File: src/rtl/spi_slave_tx_fifo.sv
// SPI slave transmit path: TX FIFO with valid/ready push, synchronised SCK/SSEL,
// configurable word width, CPOL/CPHA and bit order. MISO is always driven.
module spi_slave_tx_fifo #(
    parameter int unsigned           DATA_WIDTH = 8,
    parameter int unsigned           FIFO_DEPTH = 4,
    parameter bit                    CPOL       = 1'b0,
    parameter bit                    CPHA       = 1'b0,
    parameter bit                    LSB_FIRST  = 1'b0,
    parameter logic [DATA_WIDTH-1:0] IDLE_WORD  = '1
) (
    input  logic                          clk,
    input  logic                          rst,
    input  logic                          SCK,
    input  logic                          SSEL,
    output logic                          MISO,
    input  logic [DATA_WIDTH-1:0]         tx_data,
    input  logic                          tx_valid,
    output logic                          tx_ready,
    output logic [$clog2(FIFO_DEPTH):0]   fifo_level,
    output logic                          word_sent,
    output logic                          underrun
);

    localparam int unsigned AW   = $clog2(FIFO_DEPTH);
    localparam int unsigned LW   = AW + 1;
    localparam int unsigned CW   = (DATA_WIDTH > 2) ? $clog2(DATA_WIDTH) : 1;
    localparam logic [CW-1:0] LAST_BIT = CW'(DATA_WIDTH - 1);

    typedef enum logic {
        S_IDLE   = 1'b0,
        S_ACTIVE = 1'b1
    } state_t;

    state_t                  state;
    logic [2:0]              sck_sync;
    logic [2:0]              ssel_sync;
    logic [DATA_WIDTH-1:0]   shreg;
    logic [CW-1:0]           bitcnt;

    logic [DATA_WIDTH-1:0]   mem [FIFO_DEPTH];
    logic [AW-1:0]           wr_ptr;
    logic [AW-1:0]           rd_ptr;
    logic [LW-1:0]           count;

    logic                    sck_lead;
    logic                    sck_trail;
    logic                    sample_edge;
    logic                    shift_edge;
    logic                    ssel_fall;
    logic                    ssel_rise;
    logic                    word_done;
    logic                    load;
    logic                    fifo_empty;
    logic                    fifo_full;
    logic                    do_push;
    logic                    do_pop;
    logic [DATA_WIDTH-1:0]   load_word;
    logic [DATA_WIDTH-1:0]   shifted;

    // Edge detection on the synchronised SCK/SSEL (stages [2:1])
    assign sck_lead    = (sck_sync[1] != CPOL) && (sck_sync[2] == CPOL);
    assign sck_trail   = (sck_sync[1] == CPOL) && (sck_sync[2] != CPOL);
    assign sample_edge = CPHA ? sck_trail : sck_lead;
    assign shift_edge  = CPHA ? sck_lead  : sck_trail;
    assign ssel_fall   = ~ssel_sync[1] &  ssel_sync[2];
    assign ssel_rise   =  ssel_sync[1] & ~ssel_sync[2];

    // Word boundary: a new word is loaded at frame start and after the last sample edge
    assign word_done  = (state == S_ACTIVE) && !ssel_rise && sample_edge && (bitcnt == LAST_BIT);
    assign load       = ((state == S_IDLE) && ssel_fall) || word_done;

    assign fifo_empty = (count == '0);
    assign fifo_full  = (count == LW'(FIFO_DEPTH));
    assign tx_ready   = ~fifo_full;
    assign do_push    = tx_valid && !fifo_full;
    assign do_pop     = load && !fifo_empty;
    assign load_word  = fifo_empty ? IDLE_WORD : mem[rd_ptr];
    assign fifo_level = count;

    // Shift toward the output bit, refilling the vacated end with 1
    assign shifted = LSB_FIRST ? {1'b1, shreg[DATA_WIDTH-1:1]}
                               : {shreg[DATA_WIDTH-2:0], 1'b1};
    assign MISO    = LSB_FIRST ? shreg[0] : shreg[DATA_WIDTH-1];

    // FIFO storage; no reset needed, occupancy is tracked by count
    always_ff @(posedge clk) begin
        if (do_push) begin
            mem[wr_ptr] <= tx_data;
        end
    end

    // FIFO pointers and occupancy; a full FIFO refuses pushes even when popping
    always_ff @(posedge clk) begin
        if (rst) begin
            wr_ptr <= '0;
            rd_ptr <= '0;
            count  <= '0;
        end else begin
            if (do_push) begin
                wr_ptr <= wr_ptr + AW'(1);
            end
            if (do_pop) begin
                rd_ptr <= rd_ptr + AW'(1);
            end
            case ({do_push, do_pop})
                2'b10:   count <= count + LW'(1);
                2'b01:   count <= count - LW'(1);
                default: count <= count;
            endcase
        end
    end

    // Synchronisers, frame FSM, shift register and status pulses
    always_ff @(posedge clk) begin
        if (rst) begin
            sck_sync  <= {3{CPOL}};
            ssel_sync <= 3'b111;
            state     <= S_IDLE;
            shreg     <= IDLE_WORD;
            bitcnt    <= '0;
            word_sent <= 1'b0;
            underrun  <= 1'b0;
        end else begin
            sck_sync  <= {sck_sync[1:0], SCK};
            ssel_sync <= {ssel_sync[1:0], SSEL};
            word_sent <= 1'b0;
            underrun  <= 1'b0;
            case (state)
                S_IDLE: begin
                    if (ssel_fall) begin
                        state    <= S_ACTIVE;
                        bitcnt   <= '0;
                        shreg    <= load_word;
                        underrun <= fifo_empty;
                    end
                end
                S_ACTIVE: begin
                    if (ssel_rise) begin
                        state  <= S_IDLE;
                        bitcnt <= '0;
                        shreg  <= IDLE_WORD;
                    end else if (sample_edge) begin
                        if (bitcnt == LAST_BIT) begin
                            bitcnt    <= '0;
                            word_sent <= 1'b1;
                            shreg     <= load_word;
                            underrun  <= fifo_empty;
                        end else begin
                            bitcnt <= bitcnt + CW'(1);
                        end
                    end else if (shift_edge && (bitcnt != '0)) begin
                        shreg <= shifted;
                    end
                end
                default: begin
                    state <= S_IDLE;
                end
            endcase
        end
    end

endmodule

File: config.mk
export PLATFORM = sky130hd
export DESIGN_NAME = spi_slave_tx_fifo
export DESIGN_NICKNAME = d
export VERILOG_FILES = /design/src/rtl/spi_slave_tx_fifo.sv
export SDC_FILE = /design/constraint.sdc
export NUM_CORES = 1
export LEC_CHECK = 0
export ABC_AREA = 1
export BUFFER_PORTS_ARGS = -buffer_cell sky130_fd_sc_hd__buf_2
export CAP_MARGIN = 20
export CELL_PAD_IN_SITES_DETAIL_PLACEMENT = 1
export CELL_PAD_IN_SITES_GLOBAL_PLACEMENT = 1
export CORE_AREA = 2 2 85 71
export CTS_CLUSTER_DIAMETER = 200
export DETAILED_ROUTE_END_ITERATION = 10
export DIE_AREA = 0 0 87 73
export HOLD_SLACK_MARGIN = 0.06
export PLACE_DENSITY_LB_ADDON = 0.1
export SLEW_MARGIN = 10
export SYNTH_ARGS = -nofsm -noshare
export SYNTH_HDL_FRONTEND = slang
export SYNTH_SLANG_ARGS = --single-unit
export TNS_END_PERCENT = 50
File: constraint.sdc
create_clock -name clk -period 6.5 [get_ports clk]
set_input_delay 0.65 -clock clk [delete_from_list [all_inputs] [get_ports clk]]
set_output_delay 0.65 -clock clk [all_outputs]
set_load 0.005 [all_outputs]
# Word level (Yosys, flattened, before mapping)
# Memories as Yosys holds them, arrays and structs flattened. A register that Yosys moved wholly into a read port is not among the register bits.
# Cells that the tools add are included.
op_classes:
  addsub: 5
  mul: 0
  n_div: 0
  magnitude_cmp: 0
  eq_ne: 8
  shifts: 0
  n_mux: 26
  n_bitwise: 9
  reduce_logical: 19
ops:
  columns: ["op", "n"]
  rows:
  - ["$mux W8", 6]
  - ["$pmux W8 S2", 1]
  - ["$mux W3", 4]
  - ["$pmux W3 S2", 2]
  - ["$logic_and A1 B1 Y1", 9]
  - ["$mux W1", 9]
  - ["$not A1 Y1", 7]
  - ["$add A3 B1 Y3 const B", 2]
  - ["$eq A3 B3 Y1 const B", 2]
  - ["$add A2 B1 Y2 const B", 2]
  - ["$mux W2", 2]
  - ["$ne A4 B1 Y1 const B", 1]
  - ["$ne A4 B2 Y1 const B", 1]
  - ["$pmux W1 S2", 2]
  - ["$reduce_or A4 Y1", 1]
  - ["$logic_not A1 Y1", 3]
  - ["$logic_not A3 Y1", 1]
  - ["$ne A3 B1 Y1 const B", 1]
  - ["$reduce_and A3 Y1", 1]
  - ["$reduce_bool A3 Y1", 1]
  - ["$sub A3 B1 Y3 const B", 1]
  - ["$and A1 B1 Y1", 2]
  - ["$eq A2 B1 Y1 const B", 1]
  - ["$eq A2 B2 Y1 const B", 1]
  - ["other kinds (4)", 4]
totals:
  ff_bits: 27
  latch_bits: 0
  ramBits: 32
  rom_bits: 0
  out_inout_bits: 7
  elab_cells: 78
  n_memories: 1
mem_list:
  columns: ["name", "depth", "word_bits", "read_ports", "rd_ports_with_merged_regs", "wr", "line", "rtl"]
  rows:
  - ["mem", 4, 8, 1, 1, 1, "40", "logic [DATA_WIDTH-1:0] mem [FIFO_DEPTH];"]

# Depth between registers and ports, before layout
logic_depth:
  word_depth: 10
  ltp_mapped: 13
  depth_no_buf: 13

# Worst setup path after synthesis
# No wires, ideal clock.
synth_path:
  path_type: "flip-flop to flip-flop"
  start: "register bitcnt[0]"
  end: "register count[2] (netlist: fifo_level[2])"
  arrival_time_ps: 1980
  t_required_ps: 6378
  slack_ps: 4398
  path_stages_with_launch: 14
  path_buffers: 0
  period_less_slack_ps: 2102
  cell_sequence: "dfxtp_1 ha_1 ha_1 nand4_1 nand2_1 nand2_1 inv_1 ha_1 inv_1 fa_1 a21oi_1 o21ai_0 o21ai_0 a21oi_1"
synth_via:
  elab_chain_len: 6
  word_cells_on_any_way: 8
synth_rtl:
  columns: ["element", "line", "rtl"]
  rows:
  - ["from (decl)", "38", "logic [CW-1:0] bitcnt;"]
  - ["from (signal assigned)", "149", "bitcnt <= bitcnt + CW'(1);"]
  - ["$eq A3 B3 Y1 *", "69", "assign word_done = (state == S_ACTIVE) && !ssel_rise && sample_edge && (bitcnt == LAST_BIT);"]
  - ["$logic_and A1 B1 Y1 *", "69", null]
  - ["$logic_or A1 B1 Y1 *", "70", "assign load = ((state == S_IDLE) && ssel_fall) || word_done;"]
  - ["$logic_and A1 B1 Y1 *", "76", "assign do_pop = load && !fifo_empty;"]
  - ["net do_pop", "56", "logic do_pop;"]
  - ["$eq A2 B1 Y1 / $eq A2 B2 Y1 (equally long branches)", "105", "case ({do_push, do_pop})"]
  - ["$pmux W3 S2 / $reduce_bool A2 Y1 (equally long branches)", null, null]
  - ["to (signal assigned)", "106", "2'b10: count <= count + LW'(1);"]
  - ["to (signal assigned)", "107", "2'b01: count <= count - LW'(1);"]
  - ["to (signal assigned)", "108", "default: count <= count;"]
  - ["to (decl)", "43", "logic [LW-1:0] count;"]
# Mark *: on every way through the listed nets, which the timed path passes. The rest lies on a longest branch.
# A chain may end at the register's enable or synchronous reset.

# Worst setup path after layout
# Ends and elaborated chain as after synthesis.

==> Implementation_results.wiki <==
{| class="wikitable"
! Metric !! Value
|-
| Combined global-route utilization of all metal layers || 19.4%
|-
| Number of cells produced by synthesis || 272
|-
| Launching element type of the critical path || flop
|-
| Boundary Pins || 20
|-
| Slew Limit Headroom || 42.0%
|-
| CTS buffer count || 9
|-
| Critical path class || flop to flop
|-
| Width of the chip || 87 um
|-
| Worst min-delay path startpoint || sck_sync[0]$_SDFF_PP0_
|-
| Number of detailed-routing iterations run before antenna repair || 4
|-
| CP Capture Type || flop
|-
| Total via count after detailed routing || 1861
|-
| Highest-count cells in the layout ignoring fill and taps || 62 x nand2_1, 41 x nand3_1, 32 x edfxtp_1, 29 x inv_1, 29 x dfxtp_1
|-
| Reg-to-reg endpoint || fifo_level[2]$_SDFFE_PP0P_
|-
| Result of the run || finished clean
|-
| Leakage power total || 1.23 nW
|-
| EDFF count, synth || 32
|-
| Final GP Congestion || 0.707
|-
| Transition time at the pin with the least slew margin || 0.867 ns
|-
| Final critical-path share of the clock period || 37.3%
|-
| Post-synthesis sequential area ratio || 59.4%
|-
| Clock tree from TritonCTS || done
|-
| Count of state elements after synthesis || 61
|-
| Largest voltage drop on the vdd net || 0.000173 V
|-
| WP data arrival || 2.64 ns
|-
| Final Hold Vio Count || 0
|-
| Clock latency on the worst-skew pair || 0.33 ns
|-
| Fin. max-slew vios || 0
|-
| Total power || 0.842 mW
|-
| Relative area change from synthesis to final layout || 13.1%
|-
| Minimum setup slack in the final design || 4.08 ns
|-
| Post-DR vias/cell || 5.06
|-
| Fraction of synthesized cell area taken by the top area cell type || 37.0%
|-
| DRC viols || 0
|-
| Worst Hold Path EP || sck_sync[1]$_SDFF_PP0_
|-
| Number of levels in the clock H-tree || 3
|-
| Reg2reg path depth || 13
|-
| Post-placement worst setup slack || 4.17 ns
|-
| Cell at the root of the clock tree || clkbuf_8
|-
| Setup_tns || 0 ns
|-
| Number of buffers added for setup after CTS || 0
|-
| Share of flip-flops with an asynchronous set or reset after synthesis || 0%
|-
| Maximum clock skew at final layout || 0.00822 ns
|-
| Post-DRT Antenna Nets || 0
|-
| Start of the worst register-to-register path || bitcnt[0]$_SDFFE_PP0P_
|-
| Number of gates given a new drive strength after cts || 0
|-
| Class of the worst hold path || flop to flop
|-
| Ant diodes || 0
|-
| Overall routed net length || 5.39 mm
|-
| Synth warn || 0
|-
| Number of buffers between clock root and the deepest sink || 2
|-
| Power density over the cells || 287 nW/um^2
|-
| Largest fanout of any net on the critical path || 5
|-
| Max Clk Rate || 413 MHz
|-
| Count of nets after finishing || 318
|-
| Hold buffers post-CTS || 0
|-
| RSZ-0062 raised after global routing || no
|-
| Library cells used by synthesis || 26
|-
| Starting density of the core || 46.4%
|-
| Fraction of final layout cells sized beyond drive strength 1 || 15.6%
|-
| Largest cells by area after synthesis || edfxtp_1 37%, dfxtp_1 22%, nand2_1 9.0%, nand3_1 7.9%, inv_1 4.2%
|-
| Filler cells || 673
|-
| Buffers on Ports || 19
|-
| Netlist area before placement || 2600 sq um
|-
| Total setup violations reported at the end of the flow || 0
|-
| Mean cell area of the mapped netlist || 9.55 sq um
|-
| Leading cell type in the layout, fill and taps excluded || nand2_1
|-
| Count of max-cap constraint violations || 0
|-
| Wirelength per Cell || 14.7 um
|-
| Net Count, Synth || 294
|-
| Number of instances on the worst hold path || 2
|-
| Vertical die dimension || 73 um
|-
| Via count of the first global-routing pass || 1878
|-
| Detail Placement HPWL || 3.75 mm
|-
| Maximum number of pins on one net before global-route repair || 19
|-
| Clock sinks || 61
|-
| Antenna violations before repair || 0
|-
| Clk pin slew, worst setup/hold paths || 0.07 ns
|-
| First-iteration detailed-routing DRC count || 84
|-
| Core box area || 5600 sq um
|-
| Area of the die || 6350 sq um
|-
| Slack of the worst reg-to-reg path || 4.08 ns
|-
| Synth Flop Type || edfxtp_1
|-
| Synth area leader || edfxtp_1
|-
| Hold slack || 0.407 ns
|-
| Row cnt || 25
|-
| First-pass GRT wire length || 9.11 mm
|-
| Required time of the critical path || 6.71 ns
|-
| Final min period || 2.42 ns
|-
| GRT Residual Overflow || 0
|}
critical path, stage by stage, from the launching register on:
cell and delay, ns:
dfxtp_1 0.37, ha_1 0.19, ha_1 0.19, nand4_1 0.13, nand2_1 0.16, nand2_1 0.11
inv_1 0.09, ha_1 0.13, inv_1 0.07, fa_1 0.37, a21oi_1 0.14, o21ai_0 0.11
o21ai_0 0.17, a21oi_1 0.06
worst max-delay path by stage:
stage | startpoint | end | slack [ns]
after floorplan | bitcnt[0]$_SDFFE_PP0P_ | fifo_level[2]$_SDFFE_PP0P_ | 4.40
after global placement | bitcnt[0]$_SDFFE_PP0P_ | fifo_level[2]$_SDFFE_PP0P_ | 4.27
after detailed placement | bitcnt[0]$_SDFFE_PP0P_ | fifo_level[2]$_SDFFE_PP0P_ | 4.17
after CTS | bitcnt[1]$_SDFFE_PP0P_ | fifo_level[2]$_SDFFE_PP0P_ | 4.07
after global routing | bitcnt[0]$_SDFFE_PP0P_ | fifo_level[2]$_SDFFE_PP0P_ | 3.89
final | bitcnt[0]$_SDFFE_PP0P_ | fifo_level[2]$_SDFFE_PP0P_ | 4.08
flip-flops by register name, indices dropped and copies added, names as in the netlist, named ones only:
register / count
mem: 32
shreg: 8
bitcnt: 3
fifo_level: 3
sck_sync: 3
ssel_sync: 3
rd_ptr: 2
wr_ptr: 2
state: 1
underrun: 1
word_sent: 1
cells in the mapped netlist, types with 2 or more instances:
master	instances
inv_1	29
nand3_1	41
ha_1	8
edfxtp_1	32
buf_4	2
nand2_1	62
dfxtp_1	29
nand4_1	2
buf_2	4
nor2_4	2
inv_2	4
a21oi_1	11
nor2_1	16
or2_0	4
o21ai_0	10
nand3_2	2
or2_1	3
o21ai_2	2
or2_2	2
cell families (layout without fill, tap and decap cells):
logic type,Yosys count,after routing,share of synthesized area (%)
compound gates,25,25,5.25
fa+ha+maj,9,9,4.63
buf+inv,39,68,6.12
flops,61,61,59.4
simple gates,138,138,24.6
power by group:
part / total (mW) / leakage (nW) / switching, mW / internal, mW
registers: 0.439 / 0.532 / 0.0114 / 0.428
clock network: 0.320 / 0.103 / 0.137 / 0.183
logic: 0.0820 / 0.598 / 0.0545 / 0.0275
through the flow:
step	std cells	util, %	cell area (sq um)
CTS	368	52.4	2940
detailed placement	352	48.9	2740
global placement	352	48.9	2740
finish	368	52.4	2940
floorplan	272	-	2600
global route	368	52.4	2940
per-layer routing:
layer,global-route usage (%),vias to the layer above,routed length (um)
met5,0,-,0
met4,4.69,0,29
met3,7.13,2,211
met2,31.0,35,2560
met1,25.3,878,2590
li1,-,946,-
layout make-up:
type	count	area, sq um	share of cell area, %
flip-flops and latches	61	1540	52.5
multi-input cells	172	896	30.5
clock buffers	13	181	6.18
inverters	33	124	4.22
repair buffers	19	95.1	3.24
well taps	67	83.8	2.85
clock inverters	3	15.0	0.511
Power figures use the tool's default switching activity.
